===== src/rtl/clock_fault_classifier.sv =====
// clock_fault_classifier
// Classifies each ref_clk measurement window's clk edge count as GOOD, SLOW,
// FAST or HALTED. A debounce FSM turns these classes into a qualified fault
// alarm with a cause code and a sticky "fault occurred" flag. If no window
// arrives for TIMEOUT cycles, a synthetic HALTED window is generated.
// Optional min/max count tracking is enabled with `define CLK_MON_MINMAX_EN.
//
// Input strobe: cnt_valid is a one-cycle pulse with no back-pressure. There
// is no ready signal. cnt_value is sampled only in a cycle where cnt_valid=1.
module clock_fault_classifier #(
  parameter int CNT_W   = 16,
  parameter int EXP_LO  = 8,
  parameter int EXP_HI  = 12,
  parameter int FAULT_N = 3,
  parameter int CLEAR_N = 4,
  parameter int TIMEOUT = 64
) (
  input  logic             ref_clk,
  input  logic             rst_n,
  input  logic [CNT_W-1:0] cnt_value,
  input  logic             cnt_valid,
  input  logic             sticky_clr,
  output logic             fault,
  output logic [1:0]       fault_code,
  output logic             fault_sticky,
  output logic             win_event,
  output logic [2:0]       fsm_state
`ifdef CLK_MON_MINMAX_EN
  ,
  output logic [CNT_W-1:0] min_cnt,
  output logic [CNT_W-1:0] max_cnt
`endif
);

  localparam int MAX_N = (FAULT_N > CLEAR_N) ? FAULT_N : CLEAR_N;
  localparam int CW    = $clog2(MAX_N) + 1;
  localparam int TW    = $clog2(TIMEOUT);

  localparam logic [CW-1:0] FAULT_TH = CW'(FAULT_N);
  localparam logic [CW-1:0] CLEAR_TH = CW'(CLEAR_N);
  localparam logic [TW-1:0] TMR_LAST = TW'(TIMEOUT - 1);

  typedef enum logic [2:0] {
    S_IDLE    = 3'd0,
    S_OK      = 3'd1,
    S_SUSPECT = 3'd2,
    S_FAULT   = 3'd3,
    S_RECOVER = 3'd4
  } state_t;

  // Class encoding doubles as the fault cause code.
  typedef enum logic [1:0] {
    C_GOOD = 2'b00,
    C_SLOW = 2'b01,
    C_FAST = 2'b10,
    C_HALT = 2'b11
  } cls_t;

  state_t          state, state_n;
  logic [CW-1:0]   bad_cnt, bad_n, bad_inc;
  logic [CW-1:0]   good_cnt, good_n, good_inc;
  logic [TW-1:0]   timer;
  logic [1:0]      code_n;
  logic            sticky_n;
  logic            expire, ev, is_bad;
  cls_t            cls_raw, cls;

  // Classify the incoming count; a timeout expiry is reported as HALTED.
  always_comb begin
    cls_raw = C_GOOD;
    if (cnt_value == '0)                  cls_raw = C_HALT;
    else if (cnt_value < CNT_W'(EXP_LO))  cls_raw = C_SLOW;
    else if (cnt_value > CNT_W'(EXP_HI))  cls_raw = C_FAST;
    expire   = !cnt_valid && (timer == TMR_LAST);
    ev       = cnt_valid || expire;
    cls      = cnt_valid ? cls_raw : C_HALT;
    is_bad   = (cls != C_GOOD);
    bad_inc  = (bad_cnt  < FAULT_TH) ? bad_cnt  + CW'(1) : bad_cnt;
    good_inc = (good_cnt < CLEAR_TH) ? good_cnt + CW'(1) : good_cnt;
  end

  // Timeout timer: counts idle cycles, restarts on a real or synthetic window.
  always_ff @(posedge ref_clk) begin
    if (!rst_n)             timer <= '0;
    else if (ev)            timer <= '0;
    else                    timer <= timer + TW'(1);
  end

  // Debounce FSM next-state, counters and cause code.
  always_comb begin
    state_n = state;
    bad_n   = bad_cnt;
    good_n  = good_cnt;
    code_n  = fault_code;
    case (state)
      S_IDLE, S_OK: begin
        if (ev) begin
          if (!is_bad) begin
            state_n = S_OK;
            bad_n   = '0;
          end else if (FAULT_N == 1) begin
            state_n = S_FAULT;
            code_n  = cls;
          end else begin
            state_n = S_SUSPECT;
            bad_n   = CW'(1);
          end
        end
      end
      S_SUSPECT: begin
        if (ev) begin
          if (!is_bad) begin
            state_n = S_OK;
            bad_n   = '0;
          end else if (bad_inc >= FAULT_TH) begin
            state_n = S_FAULT;
            code_n  = cls;
            bad_n   = '0;
          end else begin
            bad_n   = bad_inc;
          end
        end
      end
      S_FAULT: begin
        if (ev) begin
          if (is_bad) begin
            code_n  = cls;
          end else if (CLEAR_N == 1) begin
            state_n = S_OK;
            code_n  = 2'b00;
            good_n  = '0;
          end else begin
            state_n = S_RECOVER;
            good_n  = CW'(1);
          end
        end
      end
      S_RECOVER: begin
        if (ev) begin
          if (is_bad) begin
            state_n = S_FAULT;
            good_n  = '0;
            code_n  = cls;
          end else if (good_inc >= CLEAR_TH) begin
            state_n = S_OK;
            good_n  = '0;
            code_n  = 2'b00;
          end else begin
            good_n  = good_inc;
          end
        end
      end
      default: begin
        state_n = S_IDLE;
        bad_n   = '0;
        good_n  = '0;
        code_n  = 2'b00;
      end
    endcase
    // Entering FAULT sets the sticky flag and beats a simultaneous clear.
    if (state_n == S_FAULT && state != S_FAULT) sticky_n = 1'b1;
    else if (sticky_clr)                        sticky_n = 1'b0;
    else                                        sticky_n = fault_sticky;
  end

  // State, counters and registered outputs.
  always_ff @(posedge ref_clk) begin
    if (!rst_n) begin
      state        <= S_IDLE;
      bad_cnt      <= '0;
      good_cnt     <= '0;
      fault        <= 1'b0;
      fault_code   <= 2'b00;
      fault_sticky <= 1'b0;
      win_event    <= 1'b0;
    end else begin
      state        <= state_n;
      bad_cnt      <= bad_n;
      good_cnt     <= good_n;
      fault        <= (state_n == S_FAULT) || (state_n == S_RECOVER);
      fault_code   <= code_n;
      fault_sticky <= sticky_n;
      win_event    <= ev;
    end
  end

  assign fsm_state = state;

`ifdef CLK_MON_MINMAX_EN
  // Min/max over real windows only; sticky_clr restarts tracking.
  always_ff @(posedge ref_clk) begin
    if (!rst_n || sticky_clr) begin
      min_cnt <= '1;
      max_cnt <= '0;
    end else if (cnt_valid) begin
      if (cnt_value < min_cnt) min_cnt <= cnt_value;
      if (cnt_value > max_cnt) max_cnt <= cnt_value;
    end
  end
`endif

endmodule


===== config.mk =====
export PLATFORM = sky130hd
export DESIGN_NAME = clock_fault_classifier
export DESIGN_NICKNAME = d
export VERILOG_FILES = /design/src/rtl/clock_fault_classifier.sv
export SDC_FILE = /design/constraint.sdc
export NUM_CORES = 1
export LEC_CHECK = 0
export ABC_CLOCK_PERIOD_IN_PS = 2000
export CORE_MARGIN = 10
export CORE_UTILIZATION = 48
export CTS_CLUSTER_DIAMETER = 30
export CTS_CLUSTER_SIZE = 14
export DETAILED_ROUTE_END_ITERATION = 6
export PLACE_DENSITY = 0.78
export REMOVE_ABC_BUFFERS = 1
export SYNTH_ARGS = -nofsm -noshare
export SYNTH_HDL_FRONTEND = slang
export SYNTH_SLANG_ARGS = --single-unit

===== constraint.sdc =====
create_clock -name ref_clk -period 2 [get_ports ref_clk]
set_clock_uncertainty 0.1 [all_clocks]
set_input_delay 0.4 -clock ref_clk [delete_from_list [all_inputs] [get_ports ref_clk]]
set_output_delay 0.4 -clock ref_clk [all_outputs]
set_load 0.01 [all_outputs]

# Word-level counts from Yosys, hierarchy flattened
# Cells that the tools add are included.
[totals] register_bits=20 in_bits=20 out_inout_bits=8 word_cells=94
[classes] add_sub_neg=3 magnitude_cmp=6 eq_ne=17 muxes=40 n_bitwise=4 n_reduce_logical=16
[ops] operator="3-bit 2-to-1 mux" n=20
[ops] operator="2-bit 2-to-1 mux" n=13
[ops] operator="3-bit one-hot mux with 3 select lines" n=2
[ops] operator="16-bit by 4-bit > comparator with 1-bit output (second input constant)" n=1
[ops] operator="16-bit logical NOT" n=1
[ops] operator="16-bit by 4-bit < comparator with 1-bit output (second input constant)" n=1
[ops] operator="2-bit != test (second input constant)" n=8
[ops] operator="3-bit one-hot mux with 4 select lines" n=1
[ops] operator="3-bit by 2-bit equality test with 1-bit output (second input constant)" n=3
[ops] operator="2-bit one-hot mux with 4 select lines" n=1
[ops] operator="8-bit AND reduction" n=1
[ops] operator="3-bit by 1-bit adder with 3-bit output (second input constant)" n=2
[ops] operator="6-bit by 1-bit adder with 6-bit output (second input constant)" n=1
[ops] operator="3-bit equality test (second input constant)" n=2
[ops] operator="6-bit equality test (second input constant)" n=1
[ops] operator="2-bit OR reduction" n=3
[ops] operator="1-bit NOT" n=4
[ops] operator="4-bit AND reduction" n=1
[ops] operator="2-bit nonzero test" n=2
[ops] operator="3-bit by 1-bit equality test with 1-bit output (second input constant)" n=1
[ops] operator="3-bit by 2-bit greater-or-equal comparator with 1-bit output (second input constant)" n=1
[ops] operator="3-bit greater-or-equal comparator (second input constant)" n=1
[ops] operator="3-bit logical NOT" n=1
[ops] operator="3-bit by 2-bit < comparator with 1-bit output (second input constant)" n=1
[ops] operator="other kinds (9)" n=13

# Depth between registers and ports, before layout
# Gate-level depths: netlist (run 1).
[logic_depth] depth_word=12 ltp_mapped=7 ltp_nobuf=7

# Worst setup path before layout (run 1)
# OpenSTA, ideal clock, no wires.
[synth_timing] path_type="register -> register" startpoint="reg bad_cnt[0]" endpoint="reg fault_sticky" arrival_time_ns=1.595 required_ns=1.799 slack_ns=0.204 path_stages_with_launch=7 period_less_slack_ns=1.796 cell_sequence="dfxtp_1 -> ha_1 -> mux2i_1 -> and3_4 -> a2111oi_2 -> a21oi_1 -> o41ai_1"
[synth_via] elab_chain_len=10 word_cells_on_any_way=12
[synth_lines] item="from (decl)" line_no="60" source="logic [CW-1:0] bad_cnt, bad_n, bad_inc;"
[synth_lines] item="from (signal assigned)" line_no="178" source="bad_cnt <= bad_n;"
[synth_lines] item="3-bit by 1-bit adder with 3-bit output or 3-bit by 2-bit < comparator with 1-bit output (tied branches)" line_no="78" source="bad_inc = (bad_cnt < FAULT_TH) ? bad_cnt + CW'(1) : bad_cnt;"
[synth_lines] item="3-bit 2-to-1 mux *" line_no="78"
[synth_lines] item="3-bit by 2-bit greater-or-equal comparator with 1-bit output *" line_no="115" source="end else if (bad_inc >= FAULT_TH) begin"
[synth_lines] item="3-bit 2-to-1 mux *" line_no="115"
[synth_lines] item="3-bit 2-to-1 mux *" line_no="112" source="if (!is_bad) begin"
[synth_lines] item="3-bit 2-to-1 mux *" line_no="111" source="if (ev) begin"
[synth_lines] item="3-bit one-hot mux with 4 select lines *" line_no="95" source="case (state)"
[synth_lines] item="3-bit by 2-bit equality test with 1-bit output *" line_no="161" source="if (state_n == S_FAULT && state != S_FAULT) sticky_n = 1'b1;"
[synth_lines] item="1-bit logical AND *" line_no="161"
[synth_lines] item="1-bit 2-to-1 mux or 2-bit nonzero test (tied branches)"
[synth_lines] item="to (signal assigned)" line_no="182" source="fault_sticky <= sticky_n;"
[synth_lines] item="to (decl)" line_no="25" source="output logic fault_sticky,"
# Mark *: on every way between the ends. The rest lies on a longest branch, timed or not.
# A chain may end at the register's enable or synchronous reset.

# Final worst setup path (run 1)
[layout_timing] startpoint="in cnt_value[6]" endpoint="reg fault_sticky"
[layout_via] elab_chain_len=12 word_cells_on_any_way=21
[layout_lines] item="from (decl)" line_no="20" source="input logic [CNT_W-1:0] cnt_value,"
[layout_lines] item="16-bit by 4-bit > comparator with 1-bit output" line_no="73" source="else if (cnt_value > CNT_W'(EXP_HI)) cls_raw = C_FAST;"
[layout_lines] item="2-bit 2-to-1 mux" line_no="73"
[layout_lines] item="2-bit 2-to-1 mux" line_no="72" source="else if (cnt_value < CNT_W'(EXP_LO)) cls_raw = C_SLOW;"
[layout_lines] item="2-bit 2-to-1 mux *" line_no="71" source="if (cnt_value == '0) cls_raw = C_HALT;"
[layout_lines] item="2-bit 2-to-1 mux *" line_no="76" source="cls = cnt_valid ? cls_raw : C_HALT;"
[layout_lines] item="2-bit nonzero test *" line_no="77" source="is_bad = (cls != C_GOOD);"
[layout_lines] item="3-bit 2-to-1 mux (tied with other cells)" line_no="140" source="if (is_bad) begin"
[layout_lines] item="3-bit 2-to-1 mux (on tied branches)"
[layout_lines] item="3-bit one-hot mux with 4 select lines *" line_no="95"
[layout_lines] item="3-bit by 2-bit equality test with 1-bit output *" line_no="161"
[layout_lines] item="1-bit logical AND *" line_no="161"
[layout_lines] item="1-bit 2-to-1 mux or 2-bit nonzero test (tied branches)"
# Marks and branches as above.

==> metrics.txt, run 1 <==
commonest non-fill, non-tap cell in the layout clkdlybuf4s50_1; largest net degree at the start of global routing 13; Initial DRT Pass Iterations 7; RSZ-0062 raised after global routing true; Placed Cells incl. Taps 192; sequential fraction of the synthesis area 0.3478; min cycle time layout 1981 ps; CTS tree yes; Critical-path top delay cell clkdlybuf4s50_1; mapped cell area 1151 um^2; row count 17; Ports 28; Worst-path clk slew 120 ps; most frequent cells in the layout clkdlybuf4s50_1, nor2_1, dfxtp_1; NumNets Final 195; Post-synth EDFFs 0; Slew @ Worst Pin 363.2 ps; multi-input logic area 782.0 um^2; status finished clean; Fmax achieved 504.8 MHz; worst hold path stage count 1; CTS max path bufs 2; Final WS setup 18.97 ps; CP Class in2reg; R2R Path Start bad_cnt[0]$_SDFFE_PN0P_; initial core utilization 0.5105; Worst setup EP type flip-flop; total power 908.8 uW; r2r setup slk 30 ps; final core utilization 0.7558; Core Footprint 2255 um^2; Power Dens Cells ~530 nW/um^2; cts bufs inserted 3; CP Max Fanout 3; Diodes inserted 0; pre-CTS worst setup slack -419.2 ps; Max-slew headroom 0.7560; max incr delay on CP roughly 440 ps; die area ~4800 um^2; grt ovf 0; synthesis-to-layout area growth 48.04%; clk root buf clkbuf_4; synth warn 0; crit share post-route 0.9905; clock sink total 20; H-Tree Depth 1; final hold violation count 0; Distinct cells, synth 47; critical path startpoint category input port; Arr. time, crit path 2090 ps; Top FF cell, synth dfxtp_1; GRT Overall Usage 0.1423; clock latency on the worst-skew pair 320 ps; LEAKAGE 0.0006989 uW; Post-DP HPWL between 2000 and 2500 um; reg-to-reg endpoint fault_sticky$_SDFFE_PN0P_; DRT iter0 DRCs 68; Avg Cell Area, Syn roughly 9.1 um^2; die height 68.97 um; Post-Syn Instances 127; via count 1127; Die X 68.97 um; synthesis-stage register bit count 20; # DRC 0; worst r2r path cells 6; number of global-route vias before repair 1125; number of fill cells 175; Avg WL per Cell around 16 um; Critical Path RT 2110 ps; register area 404.1 um^2; layout cells sized above 1 0.2749; MaxCap Viol Count 0; async set-reset flop share out of synthesis 0; Critical Path, Cell by Cell clkdlybuf4s50_1 -> nor4_4 -> buf_4 -> nand3_1 -> nor4_2 -> a21oi_2 -> o41ai_2; first-pass GRT wire length 5175 um; maximum VDD drop 0.4112 mV; initial antenna violation count 0; total routed wirelength about 3200 um; Worst Setup EP fault_sticky$_SDFFE_PN0P_; Final ANT Viol Nets 0; Placer Congestion around 0.86; final std cells w/o fill ~200; CP Launch Point cnt_value[6]; Final Slew Violations 0; Setup-failing EPs final 0; drt via density about 5.7; Buffers on Ports 27; min-delay worst type reg2reg
## stage by stage
stage | setup TNS [ps] | hold WS [ps] | cell area (um^2)
after floorplan | 0 | 317.5 | 1132
after global placement | -3206 | 329.9 | 1543
after detailed placement | -3664 | 347.9 | 1543
after CTS | -48.14 | 370.0 | 1624
after global routing | -83.37 | 344.7 | 1704
final | 0 | 327.1 | 1704
## worst max-delay path, delay by kind of cell
family	cells	cell delay [ps]
AND/OR/NAND/NOR	3	660
buffers and inverters	2	620
AO/OA/AOI/OAI	2	420
## state kept, by name, indices dropped and copies added, names as in the netlist
register and cells:
timer 6, fault 1, fsm_state 3, bad_cnt 3, fault_sticky 1, fault_code 2, good_cnt 3, win_event 1
## cell families (layout without fill, tap and decap cells)
| kind of cell | Yosys count | after routing | synth area share |
|---|---|---|---|
| and+or+nand+nor | 59 | 59 | 0.3152 |
| adders and majority gates | 3 | 3 | 0.03261 |
| DFF | 20 | 20 | 0.3478 |
| muxes | 3 | 3 | 0.02609 |
| AOI/OAI and AO/OA | 31 | 31 | 0.2218 |
| xor gates and xnor gates | 4 | 4 | 0.03044 |
| buffers and inverters | 7 | 51 | 0.02609 |
## cells in the mapped netlist, types with 5 or more instances
library cell | count | area share
nor2_1 | 18 | 0.059
a21oi_1 | 6 | 0.026
nand2_1 | 13 | 0.042
dfxtp_1 | 20 | 0.35
o21ai_0 | 5 | 0.022
## metal layers
| metal | global-route usage | part of all wire |
|---|---|---|
| met4 | 0.06897 | 0.025 |
| met1 | 0.1639 | 0.41 |
| met5 | 0 | 0 |
| met3 | 0.05153 | 0.089 |
| met2 | 0.2283 | 0.47 |
## worst min path at each step
stage | end | start | slack [ps]
floorplan | timer[0]$_SDFF_PP0_ | timer[0]$_SDFF_PP0_ | 320
global placement | timer[0]$_SDFF_PP0_ | timer[0]$_SDFF_PP0_ | 330
detailed placement | timer[0]$_SDFF_PP0_ | timer[0]$_SDFF_PP0_ | 350
CTS | timer[0]$_SDFF_PP0_ | timer[0]$_SDFF_PP0_ | 370
global route | timer[0]$_SDFF_PP0_ | timer[0]$_SDFF_PP0_ | 340
finish | timer[0]$_SDFF_PP0_ | timer[0]$_SDFF_PP0_ | 330
## final cells by class
cell class	count	share of cell area
Clock buffer	3	0.01322
Clock inverter	1	0.01762
Inverter	3	0.006608
Multi-Input combinational cell	100	0.4589
Sequential cell	20	0.2372
Tap cell	28	0.02056
Timing Repair Buffer	44	0.2460
## repair_timing
item,in CTS,in global routing
cloned,0,0
hold buffers,0,0
setup endpoints to repair,4,13
pin swaps,1,4
resized for setup,3,22
setup buffers,2,1
## report_power, final
group	total (uW)	leakage, uW	switching [uW]	internal, uW
registers	415	0.000163	8.29	407
clock network	341	0.0000279	138	203
logic	153	0.000508	70.7	82.1
total	909	0.000699	217	691
(Power assumes the default switching activity.)
==> run 2, diff against run 1 <==
- CTS_CLUSTER_SIZE: 14 -> not set
- TNS_END_PERCENT: not set -> 20
==> run 2 against run 1 <==
The run now ends with negative setup slack left. Via count fell by 3.0%. Combinational power fell by 3%. Die area did not move. Sequential power barely moved. Utilization fell by 3.2 points. First-iteration DRC count fell by 21%. Sequential share of layout area rose by 0.88 points. Critical path depth did not move. Hold slack improved by 41 ps. Routed wire length fell by 4.4%. Fmax fell by 3.9%. Critical path type unchanged. Critical endpoint is now fsm_state[0]$_SDFF_PN0_. Largest cell class unchanged. Largest power group unchanged.
==> metrics.txt, run 2 (synthesis gave the netlist of run 1 again) <==
clock latency on the worst-skew pair 310 ps; layout cells sized above 1 0.2485; drt via density 5.548; Post-DP HPWL about 2400 um; crit share post-route 1.031; most frequent cells in the layout clkdlybuf4s50_1, dfxtp_1, nor2_1; MaxCap Viol Count 0; clk root buf clkbuf_4; Setup TNS -169.9 ps; Arr. time, crit path 2170 ps; RSZ-0062 raised after global routing true; cts bufs inserted 3; Buffers on Ports 27; die height 68.97 um; Fmax achieved 485.2 MHz; CP Max Fanout 5; CTS tree yes; Diodes inserted 0; commonest non-fill, non-tap cell in the layout clkdlybuf4s50_1; GRT Overall Usage 0.1423; Max-slew headroom 0.7375; Final WS setup -61.12 ps; Ports 28; # DRC 0; WHS 368.1 ps; status finished with violations; initial core utilization 0.5105; number of global-route vias before repair 1125; Final ANT Viol Nets 0; initial antenna violation count 0; Top reg by flops timer; maximum VDD drop slightly above 0.4 mV; NumNets Final a little under 200; Slew @ Worst Pin 393.0 ps; largest net degree at the start of global routing 13; first-pass GRT wire length 5175 um; Critical-path top delay cell clkdlybuf4s50_1; CP Class in2reg; die area 4757 um^2; Core Footprint 2255 um^2; max incr delay on CP 460 ps; Placer Congestion 0.8644; Largest register FFs 6; synthesis-to-layout area growth 41.85%; critical path startpoint category input port; Worst setup EP type flip-flop; Worst-path clk slew 110 ps; Final Slew Violations 0; Critical Path, Cell by Cell clkdlybuf4s50_1 -> nor4_4 -> o2111ai_2 -> nand2b_2 -> a21oi_2 -> o21ai_2 -> and3_1; total routed wirelength about 3000 um; LEAKAGE 0.0006148 uW; number of fill cells 182; H-Tree Depth 1; clock sink total 20; hold-fix buffers at CTS 0; grt ovf 0; min-delay worst type reg2reg; Setup-failing EPs final 3; failing checks negative setup slack; row count 17; Die X 68.97 um; min cycle time layout 2061 ps; final hold violation count 0; Avg WL per Cell 15.40 um; DRT iter0 DRCs 54; via count 1093; Critical Path RT 2110 ps; Power Dens Cells ~550 nW/um^2; CTS max path bufs 2; Initial DRT Pass Iterations 4
run 2: cell count changes in the layout (fill, tap and decap cells not counted), sizes merged:
cell / delta
clkdlybuf4s50: +7
buf: -2
dlymetal6s2s: -7
run 2: stage by stage:
step	cell area [um^2]	setup slack (ps)	util	power [uW]	cells
finish	1633	-61.12	0.7242	899.0	197
global route	1633	-123.9	0.7242	950.4	197
CTS	1609	-20.77	0.7137	906.9	196
detailed placement	1543	-419.2	0.6842	568.1	192
global placement	1543	-354.8	0.6842	564.1	192
floorplan	1132	203.6	-	479.1	123
run 2: critical path, delay by kind of cell:
kind	cells	cell delay, ps
buf+inv	1	460
compound gates	3	530
simple gates	3	790
run 2: where the power goes:
group / internal (uW) / switching, uW / total (uW)
Clock: 203 / 133 / 336
Sequential: 406 / 8.13 / 414
Combinational: 81.4 / 67.4 / 149
run 2: timing repair:
action | CTS | global route
endpoints found under the setup margin | 4 | 13
setup buffers | 0 | 1
pin swaps | 2 | 3
gates cloned | 0 | 0
hold endpoints to repair | 0 | 0
gates resized for setup | 3 | 7
run 2: worst paths after layout:
kind | start | to | slack, ps | cells after the start
setup / recovery | cnt_value[11] | fsm_state[0]$_SDFF_PN0_ | -60 | 7
setup reg to reg | bad_cnt[0]$_SDFFE_PN0P_ | fault_sticky$_SDFFE_PN0P_ | -60 | 6
hold reg to reg | timer[0]$_SDFF_PP0_ | timer[0]$_SDFF_PP0_ | 370 | 1
hold / removal | timer[0]$_SDFF_PP0_ | timer[0]$_SDFF_PP0_ | 370 | 1
run 2: final cells by class:
class                   count  area (um^2)  share of cell area
clock buffers               3        22.52             0.01379
clock inverters             1        30.03             0.01839
inverters                   3        11.26            0.006897
multi-input cells         100        749.5              0.4590
flip-flops and latches     20        401.6              0.2460
well taps                  28        35.03             0.02146
repair buffers             42        382.9              0.2345
run 2: layer usage:
metal	vias up	global-route usage	wire [um]
li1	547	-	-
met1	503	0.1639	1327
met2	35	0.2283	1399
met3	8	0.05153	236
met4	0	0.06897	70
met5	-	0	0
==> run 3, diff against run 2 <==
- MAX_ROUTING_LAYER: not set -> met4
==> run 3 against run 2 <==
Cell area is 8.0% higher. Via count is 7.6% higher. Total power is 3.2% higher. Largest power group unchanged. Hold slack worse by 44 ps. Combinational power is 9% higher. The run now ends clean.
==> metrics.txt, run 3 (synthesis gave the netlist of run 1 again) <==
Arr. time, crit path ~2100 ps; total power 927.6 uW; first-pass GRT wire length 5264 um; number of fill cells 157; Post-DP HPWL roughly 2500 um; Critical-path top delay cell clkdlybuf4s50_1; most frequent cells in the layout buf_4, nor2_1, dfxtp_1, clkdlybuf4s50_1, nand2_1; Sequential Power Share 0.447; CP Buf/Inv Count 2; Ports 28; Placer Congestion about 0.87; Die X about 69 um; clock latency on the worst-skew pair ~320 ps; Final Slew Violations 0; min cycle time layout 1993 ps; commonest non-fill, non-tap cell in the layout buf_4; Psw 233.4 uW; Top reg by flops timer; final hold violation count 0; CP Max Fanout 5; Slew @ Worst Pin slightly above 400 ps; Largest register FFs 6; GRT Overall Usage 0.1464; total routed wirelength around 3600 um; max incr delay on CP just under 700 ps; Placed Cells incl. Taps 192; Final WS setup 6.611 ps; clock group share of total power 0.377; CTS max path bufs 2; pre-CTS worst setup slack -424.5 ps; Worst setup EP type flip-flop; synthesis-to-layout area growth 53.26%; layout cells sized above 1 0.2948; Core Footprint 2255 um^2; crit share post-route 0.9967; die area roughly 4800 um^2; critical path startpoint category input port; row count 17; Critical Path, Cell by Cell clkdlybuf4s50_1 -> o21ai_0 -> buf_4 -> nor3_4 -> a21o_2 -> a21oi_2 -> a32o_1; MaxCap Viol Count 0; final std cells w/o fill approximately 200; clock sink total 20; die height between 60 and 70 um; DRT iter0 DRCs between 50 and 60; initial core utilization 0.5105; Power Dens Cells 525.8 nW/um^2; grt ovf 0; # DRC 0; via count 1176; Avg WL per Cell 17.91 um; Initial DRT Pass Iterations 5; switch share 0.2516; Crit path max-delay family buffers and inverters; status finished clean; Critical Path RT 2120 ps; Buffers on Ports 27; Worst-path clk slew around 120 ps; CTS tree yes; maximum VDD drop 0.4688 mV; Max-slew headroom 0.7296; drt via density 5.851; cts bufs inserted 3; LEAKAGE 0.0007384 uW; CP Class in2reg; clk root buf clkbuf_4; initial antenna violation count 0; final core utilization 0.7825; H-Tree Depth 1; min-delay worst type reg2reg; number of global-route vias before repair 1196; Setup-failing EPs final 0; largest net degree at the start of global routing 13; combinational fraction of design power 0.176; hold-fix buffers at CTS 0; Diodes inserted 0; NumNets Final 197; Fmax achieved about 500 MHz; Final ANT Viol Nets 0; internal power about 700 uW
-- run 3: per-layer routing --
metal	wire, um	vias up	share of wire	track usage
li1	-	559	-	-
met1	1463	550	0.41	0.1591
met2	1792	54	0.50	0.2477
met3	245	13	0.068	0.04670
met4	97	0	0.027	0.04680
met5	0	-	0	-
-- run 3: worst paths after layout --
path	from	endpoint	slack [ps]	cells past startpoint
setup reg to reg	timer[1]$_SDFF_PP0_	fault_sticky$_SDFFE_PN0P_	40	6
hold reg to reg	timer[0]$_SDFF_PP0_	timer[0]$_SDFF_PP0_	320	1
hold / removal	timer[0]$_SDFF_PP0_	timer[0]$_SDFF_PP0_	320	1
setup / recovery	cnt_valid	good_cnt[1]$_SDFFE_PN0P_	7	7
-- run 3: repair_timing --
action                                  in CTS  in global routing
endpoints found under the setup margin       3                 12
resized for setup                            7                 25
buffers inserted                             1                  4
pin swaps                                    2                 13
-- run 3: layout make-up --
| type | count | area [um^2] | area share |
|---|---|---|---|
| Multi-Input combinational cell | 100 | 819.5 | 0.4645 |
| Timing Repair Buffer | 46 | 441.7 | 0.2504 |
| Sequential cell | 20 | 404.1 | 0.2291 |
| Tap cell | 28 | 35.03 | 0.01986 |
| Clock inverter | 1 | 30.03 | 0.01702 |
| Clock buffer | 3 | 22.52 | 0.01277 |
| Inverter | 3 | 11.26 | 0.006383 |
-- run 3: worst reg2reg max path, cell delays in order (launching register included) --
cell and delay, ps:
dfxtp_1 360, ha_2 190, and3_4 220, a31oi_4 130, a2111oi_4 400, a21oi_4 110
o41ai_2 350
-- run 3: power by group through the flow --
stage                     combinational [uW]  sequential [uW]  clock, uW
after floorplan                         54.2              425          0
after global placement                   142              422          0
after detailed placement                 146              423          0
after CTS                                152              414        348
after global routing                     174              417        374
final                                    163              415        349
-- run 3: per-stage QoR --
| stage | setup TNS, ps | hold WS [ps] | area [um^2] |
|---|---|---|---|
| 2_1_floorplan | 0 | 317.5 | 1132 |
| 3_3_place_gp | -3223 | 330.2 | 1543 |
| 3_5_place_dp | -3651 | 336.8 | 1543 |
| 4_1_cts | -12.36 | 359.6 | 1644 |
| 5_1_grt | -340.8 | 351.1 | 1764 |
| 6_report | 0 | 324.4 | 1764 |
